`src/rtl/fwft_pack_pkg.sv`:
```
// Shared types and lane helpers for the FWFT word packer.
package fwft_pack_pkg;

    typedef enum logic {
        FILL  = 1'b0,
        FLUSH = 1'b1
    } pack_state_t;

    localparam int MAX_RATIO = 32;

    function automatic logic [4:0] lane_index(
        input logic [5:0] cnt,
        input logic       swap,
        input int         ratio
    );
        int l;
        l = swap ? (ratio - 1 - int'(cnt)) : int'(cnt);
        return 5'(l);
    endfunction

    // Lanes already written after cnt pops, seen from the placement order.
    function automatic logic [MAX_RATIO-1:0] keep_mask(
        input logic [5:0] cnt,
        input logic       swap,
        input int         ratio
    );
        logic [MAX_RATIO-1:0] m;
        m = '0;
        for (int i = 0; i < MAX_RATIO; i++) begin
            if (swap)
                m[i] = (i < ratio) && (i >= ratio - int'(cnt));
            else
                m[i] = (i < int'(cnt));
        end
        return m;
    endfunction

endpackage

```
`src/rtl/fwft_word_packer_out_reg.sv`:
```
// Single-entry valid/ready output register with load and stall.
module pack_out_reg
    import fwft_pack_pkg::*;
#(
    parameter int DW = 32,
    parameter int KW = 4
) (
    input  logic          clk,
    input  logic          rst,
    input  logic          load,
    input  logic [DW-1:0] load_data,
    input  logic [KW-1:0] load_keep,
    input  logic          out_rdy,
    output logic [DW-1:0] out_data,
    output logic [KW-1:0] out_keep,
    output logic          out_vld,
    output logic          slot_free
);

    logic [DW-1:0] data_q, data_d;
    logic [KW-1:0] keep_q, keep_d;
    logic          vld_q, vld_d;

    always_comb begin
        data_d = data_q;
        keep_d = keep_q;
        vld_d  = vld_q;
        if (load) begin
            data_d = load_data;
            keep_d = load_keep;
            vld_d  = 1'b1;
        end else if (out_rdy) begin
            vld_d  = 1'b0;
        end
    end

    always_ff @(posedge clk or posedge rst) begin
        if (rst) begin
            data_q <= '0;
            keep_q <= '0;
            vld_q  <= 1'b0;
        end else begin
            data_q <= data_d;
            keep_q <= keep_d;
            vld_q  <= vld_d;
        end
    end

    assign out_data  = data_q;
    assign out_keep  = keep_q;
    assign out_vld   = vld_q;
    assign slot_free = ~vld_q | out_rdy;

endmodule

```
`src/rtl/fwft_word_packer.sv`:
```
// Packs RATIO narrow FWFT FIFO words into one wide valid/ready word,
// with flush support for partially filled words.
module fwft_word_packer
    import fwft_pack_pkg::*;
#(
    parameter int IN_WIDTH  = 8,
    parameter int RATIO     = 4,
    parameter int WORD_SWAP = 0
) (
    input  logic                      clk,
    input  logic                      clk_rst,
    output logic                      fifo_rden,
    input  logic [IN_WIDTH-1:0]       fifo_rdata,
    input  logic                      fifo_rdata_vld,
    input  logic                      flush,
    output logic [IN_WIDTH*RATIO-1:0] out_data,
    output logic [RATIO-1:0]          out_keep,
    output logic                      out_vld,
    input  logic                      out_rdy,
    output logic                      busy
);

    localparam int OUT_WIDTH = IN_WIDTH * RATIO;
    localparam int CW = $clog2(RATIO) + 1;
    localparam logic [CW-1:0] LAST = CW'(RATIO - 1);
    localparam logic SWAP = (WORD_SWAP != 0);

    pack_state_t          state_q, state_d;
    logic [CW-1:0]        cnt_q, cnt_d, cnt_post;
    logic [OUT_WIDTH-1:0] acc_q, acc_d, acc_pop;
    logic [OUT_WIDTH-1:0] load_data;
    logic [RATIO-1:0]     load_keep;
    logic [4:0]           lane;
    logic                 slot_free, pop, last_pop, load;

    assign fifo_rden = fifo_rdata_vld & (state_q == FILL)
                     & ((cnt_q < LAST) | slot_free);
    assign pop       = fifo_rden;
    assign last_pop  = pop & (cnt_q == LAST);
    assign lane      = lane_index(6'(cnt_q), SWAP, RATIO);
    assign cnt_post  = pop ? cnt_q + CW'(1) : cnt_q;

    always_comb begin
        acc_pop = acc_q;
        for (int i = 0; i < RATIO; i++) begin
            if (pop && lane == 5'(i))
                acc_pop[i*IN_WIDTH +: IN_WIDTH] = fifo_rdata;
        end
    end

    always_comb begin
        state_d   = state_q;
        cnt_d     = cnt_q;
        acc_d     = acc_q;
        load      = 1'b0;
        load_data = acc_pop;
        load_keep = '1;
        unique case (state_q)
            FILL: begin
                if (last_pop) begin
                    load  = 1'b1;
                    cnt_d = '0;
                    acc_d = '0;
                end else begin
                    cnt_d = cnt_post;
                    acc_d = acc_pop;
                    // A flush that would leave nothing to emit is dropped.
                    if (flush && cnt_post != '0)
                        state_d = FLUSH;
                end
            end
            FLUSH: begin
                if (slot_free) begin
                    load      = 1'b1;
                    load_data = acc_q;
                    load_keep = RATIO'(keep_mask(6'(cnt_q), SWAP, RATIO));
                    cnt_d     = '0;
                    acc_d     = '0;
                    state_d   = FILL;
                end
            end
            default: state_d = FILL;
        endcase
    end

    always_ff @(posedge clk or posedge clk_rst) begin
        if (clk_rst) begin
            state_q <= FILL;
            cnt_q   <= '0;
            acc_q   <= '0;
        end else begin
            state_q <= state_d;
            cnt_q   <= cnt_d;
            acc_q   <= acc_d;
        end
    end

    pack_out_reg #(
        .DW(OUT_WIDTH),
        .KW(RATIO)
    ) u_out (
        .clk       (clk),
        .rst       (clk_rst),
        .load      (load),
        .load_data (load_data),
        .load_keep (load_keep),
        .out_rdy   (out_rdy),
        .out_data  (out_data),
        .out_keep  (out_keep),
        .out_vld   (out_vld),
        .slot_free (slot_free)
    );

    assign busy = (cnt_q != '0) | (state_q == FLUSH) | out_vld;

endmodule
```
`config.mk`:
```
export PLATFORM = sky130hd
export DESIGN_NAME = fwft_word_packer
export DESIGN_NICKNAME = d
export VERILOG_FILES = /design/src/rtl/fwft_pack_pkg.sv /design/src/rtl/fwft_word_packer_out_reg.sv /design/src/rtl/fwft_word_packer.sv
export SDC_FILE = /design/constraint.sdc
export NUM_CORES = 1
export LEC_CHECK = 0
export CAP_MARGIN = 20
export CORE_ASPECT_RATIO = 1.5
export CORE_MARGIN = 2
export CORE_UTILIZATION = 40
export CTS_CLUSTER_DIAMETER = 100
export DETAILED_ROUTE_END_ITERATION = 16
export MAX_ROUTING_LAYER = met4
export PLACE_DENSITY = 0.64
export SLEW_MARGIN = 40
export SYNTH_ARGS = -nofsm -noshare
export SYNTH_HDL_FRONTEND = slang
export SYNTH_SLANG_ARGS = --single-unit
```
`constraint.sdc`:
```
create_clock -name clk -period 6.6 [get_ports clk]
set_input_delay 1.98 -clock clk [delete_from_list [all_inputs] [get_ports clk]]
set_output_delay 1.98 -clock clk [all_outputs]
set_load 0.02 [all_outputs]
```
==> impl_metrics.json <==
{
  "nets": 338,
  "synthArstFlopShare_pct": 100,
  "cts_buffers": 9,
  "placed_cell_area_mm2": 0.00365,
  "ys_ff_latch": 73,
  "drc_errors": 0,
  "clk_latency_ns": 0.33,
  "start_util_pct": 40.7,
  "syn_to_final_growth_pct": 28.2,
  "diodes": 0,
  "seq_area_mm2": 0.00183,
  "wl_per_cell_um": 16.3,
  "cts.clk_slew.worst_paths_ns": 0.06,
  "end_kind": "output port",
  "timing.final.crit_share_pct": 85.3,
  "yosysTopAreaCell": "dfrtp_1",
  "cp.buffers_inverters": 3,
  "p_leak_uw": 0.00181,
  "synth_enable_flop_cells": 0,
  "tightest_slew_ns": 0.763,
  "min_path_type": "register to register",
  "cp.depth": 5,
  "yosys_warnings": 0,
  "port_buffers": 51,
  "drtAntennaViolNets": 0,
  "fin_skew_ns": 0.00433,
  "fill_cells": 699,
  "critical_path.most_common_cell": "clkdlybuf4s50_1",
  "grt_pass1_vias": 2266,
  "setup_viol": 0,
  "critical_path_class": "input port to output port",
  "drt-total-wl_mm": 7.00,
  "slew_violations": 0,
  "antenna_found_initial": 0,
  "critPathTopFamily": "buffers and inverters",
  "reg2reg_depth": 6,
  "crit_required_ns": 4.62,
  "clk_path_buf_depth": 2,
  "power_density_mw_per_mm2": 472,
  "num_io_pins": 52,
  "path_cells": "clkdlybuf4s50_1 -> nand2b_1 -> o21bai_1 -> inv_1 -> clkdlybuf4s50_1",
  "vias": 2232,
  "dr.pass1.iters": 5,
  "slowest_stage": "clkdlybuf4s50_1",
  "yosysTopAreaCellShare_pct": 59.7,
  "netlist_area_mm2": 0.00306,
  "multiInputGateArea_mm2": 0.00106,
  "synth_ff_type": "dfrtp_1",
  "dieWidth_um": 75.4,
  "avgViaCountPerCell": 5.20,
  "period_minus_slack_ns": 5.63,
  "crit_path_start_kind": "input port",
  "peakVddDrop_v": 0.000188,
  "critPathMaxStageDelay_ns": 0.59,
  "rsz0062_at_grt": "no",
  "syn-num-nets": 285,
  "cts_setup_buffers": 0,
  "fmax_mhz": 178,
  "maxCapViolCount": 0,
  "synthCells": 269,
  "fin_util_pct": 52.2,
  "slew_headroom_pct": 49.2,
  "yosysMostFrequentCell": "dfrtp_1",
  "min_path_cells": 2,
  "seq_area_frac_synth_pct": 59.7,
  "ctsResizeCount": 0,
  "drive_gt1_share_pct": 9.17,
  "detail_route.iter0.violations": 252,
  "status": "finished, final reports clean",
  "grt_util_all_layers_pct": 19.5,
  "fp.dieH_um": 111,
  "grt_overflow": 0,
  "synthTopCellsByCount": "73 x dfrtp_1, 30 x nand2_1, 28 x inv_1",
  "gp_congestion": 0.812,
  "fin_setup_tns_ns": 0,
  "hold_buffers": 0,
  "std_cell_rows": 39,
  "synth_area_leaders": "dfrtp_1 60%, a22o_1 6.9%, a22oi_1 3.9%",
  "cts_tree": "built",
  "cts_root_buffer": "clkbuf_16",
  "avgSynthCellArea_um2": 11.4,
  "yosysUniqueCellTypes": 37,
  "htreeDepth": 3,
  "clock-sinks": 73,
  "hold_viol": 0,
  "core_region_area_mm2": 0.00751,
  "grt_max_degree": 74,
  "design_area_mm2": 0.00392,
  "die-area_mm2": 0.00837,
  "crit_path_max_fanout": 5,
  "grt_first_pass_wirelength_mm": 11.9,
  "dpl.hpwl_mm": 4.63,
  "holdWs_ns": 0.472,
  "worstPathArrival_ns": 3.65
}
[power by group]
group / leakage (µW) / internal, µW / switching [µW]
combinational: 0.000700 / 302 / 409
clock: 0.000128 / 253 / 183
sequential: 0.000984 / 592 / 112
total: 0.00181 / 1150 / 704
[sequential cells by signal, summed over array words and instances, names as in the netlist]
signal / cells
cnt_q: 3
u_out.out_data: 32
state_q: 1
u_out.out_vld: 1
acc_q: 32
u_out.out_keep: 4
[path summary, 6_finish.rpt]
| check | from | endpoint | slack [ns] |
|---|---|---|---|
| setup / recovery | fifo_rdata_vld | fifo_rden | 0.97 |
| hold / removal | u_out.out_data[15] | u_out.out_data[15] | 0.47 |
| setup reg to reg | cnt_q[0] | acc_q[17] | 4.43 |
| hold reg to reg | u_out.out_data[15] | u_out.out_data[15] | 0.47 |
| max in group asynchronous | clk_rst | cnt_q[0] | 4.00 |
| min in group asynchronous | clk_rst | u_out.out_data[12] | 2.13 |
[final cells by class]
type | count | share of cell area, %
well taps | 102 | 3.25
multi-input cells | 157 | 27.2
inverters | 29 | 2.78
repair buffers | 52 | 13.3
flip-flops and latches | 73 | 46.6
clock inverters | 7 | 1.18
clock buffers | 9 | 5.74
[worst reg2reg max path, cell delays in order (launching register included)]
cell	delay, ns
dfrtp_1	0.47
inv_1	0.22
ha_1	0.21
nand2b_1	0.12
nor3_2	0.59
nor2_2	0.21
a22o_1	0.24
[layer usage]
layer | vias up | part of all wire, % | track usage (%)
met5 | - | 0 | -
met4 | 0 | 1.2 | 10.5
met3 | 6 | 3.2 | 2.45
met2 | 48 | 51 | 27.8
met1 | 1110 | 45 | 26.6
li1 | 1068 | - | -
[cell usage in the layout (no fill, tap or decap), types with 2 or more instances in the layout]
master / count
clkinv_2: 3
ha_1: 3
nor4_4: 3
nand2b_1: 4
and2_1: 9
clkdlybuf4s50_1: 51
a21oi_1: 4
inv_1: 27
clkinvlp_4: 3
clkbuf_16: 9
inv_2: 2
nor3_2: 2
o31ai_1: 2
nand2_1: 30
nand3_1: 3
dfrtp_1: 73
a22oi_1: 16
nor2_1: 8
o21ai_0: 21
a222oi_1: 8
nor2_2: 2
a31oi_1: 2
o22ai_1: 2
a22o_1: 24
[metrics by stage]
step / total power (µW) / instances / setup WS [ns]
2_1_floorplan: 1150 / 269 / 1.99
6_report: 1850 / 429 / 0.970
3_5_place_dp: 1430 / 413 / 0.968
5_1_grt: 1980 / 429 / 0.883
4_1_cts: 1870 / 429 / 0.968
3_3_place_gp: 1420 / 413 / 1.02
[kinds of logic after synthesis]
logic type	count (synthesis)	share of synthesized area, %
AO/OA/AOI/OAI	84	20.2
adder cells (fa/ha/maj)	3	1.23
flip-flops	73	59.7
buffers and inverters	39	5.44
AND/OR/NAND/NOR	68	12.8
multiplexers	1	0.327
XOR/XNOR	1	0.286
(Power assumes the default switching activity.)
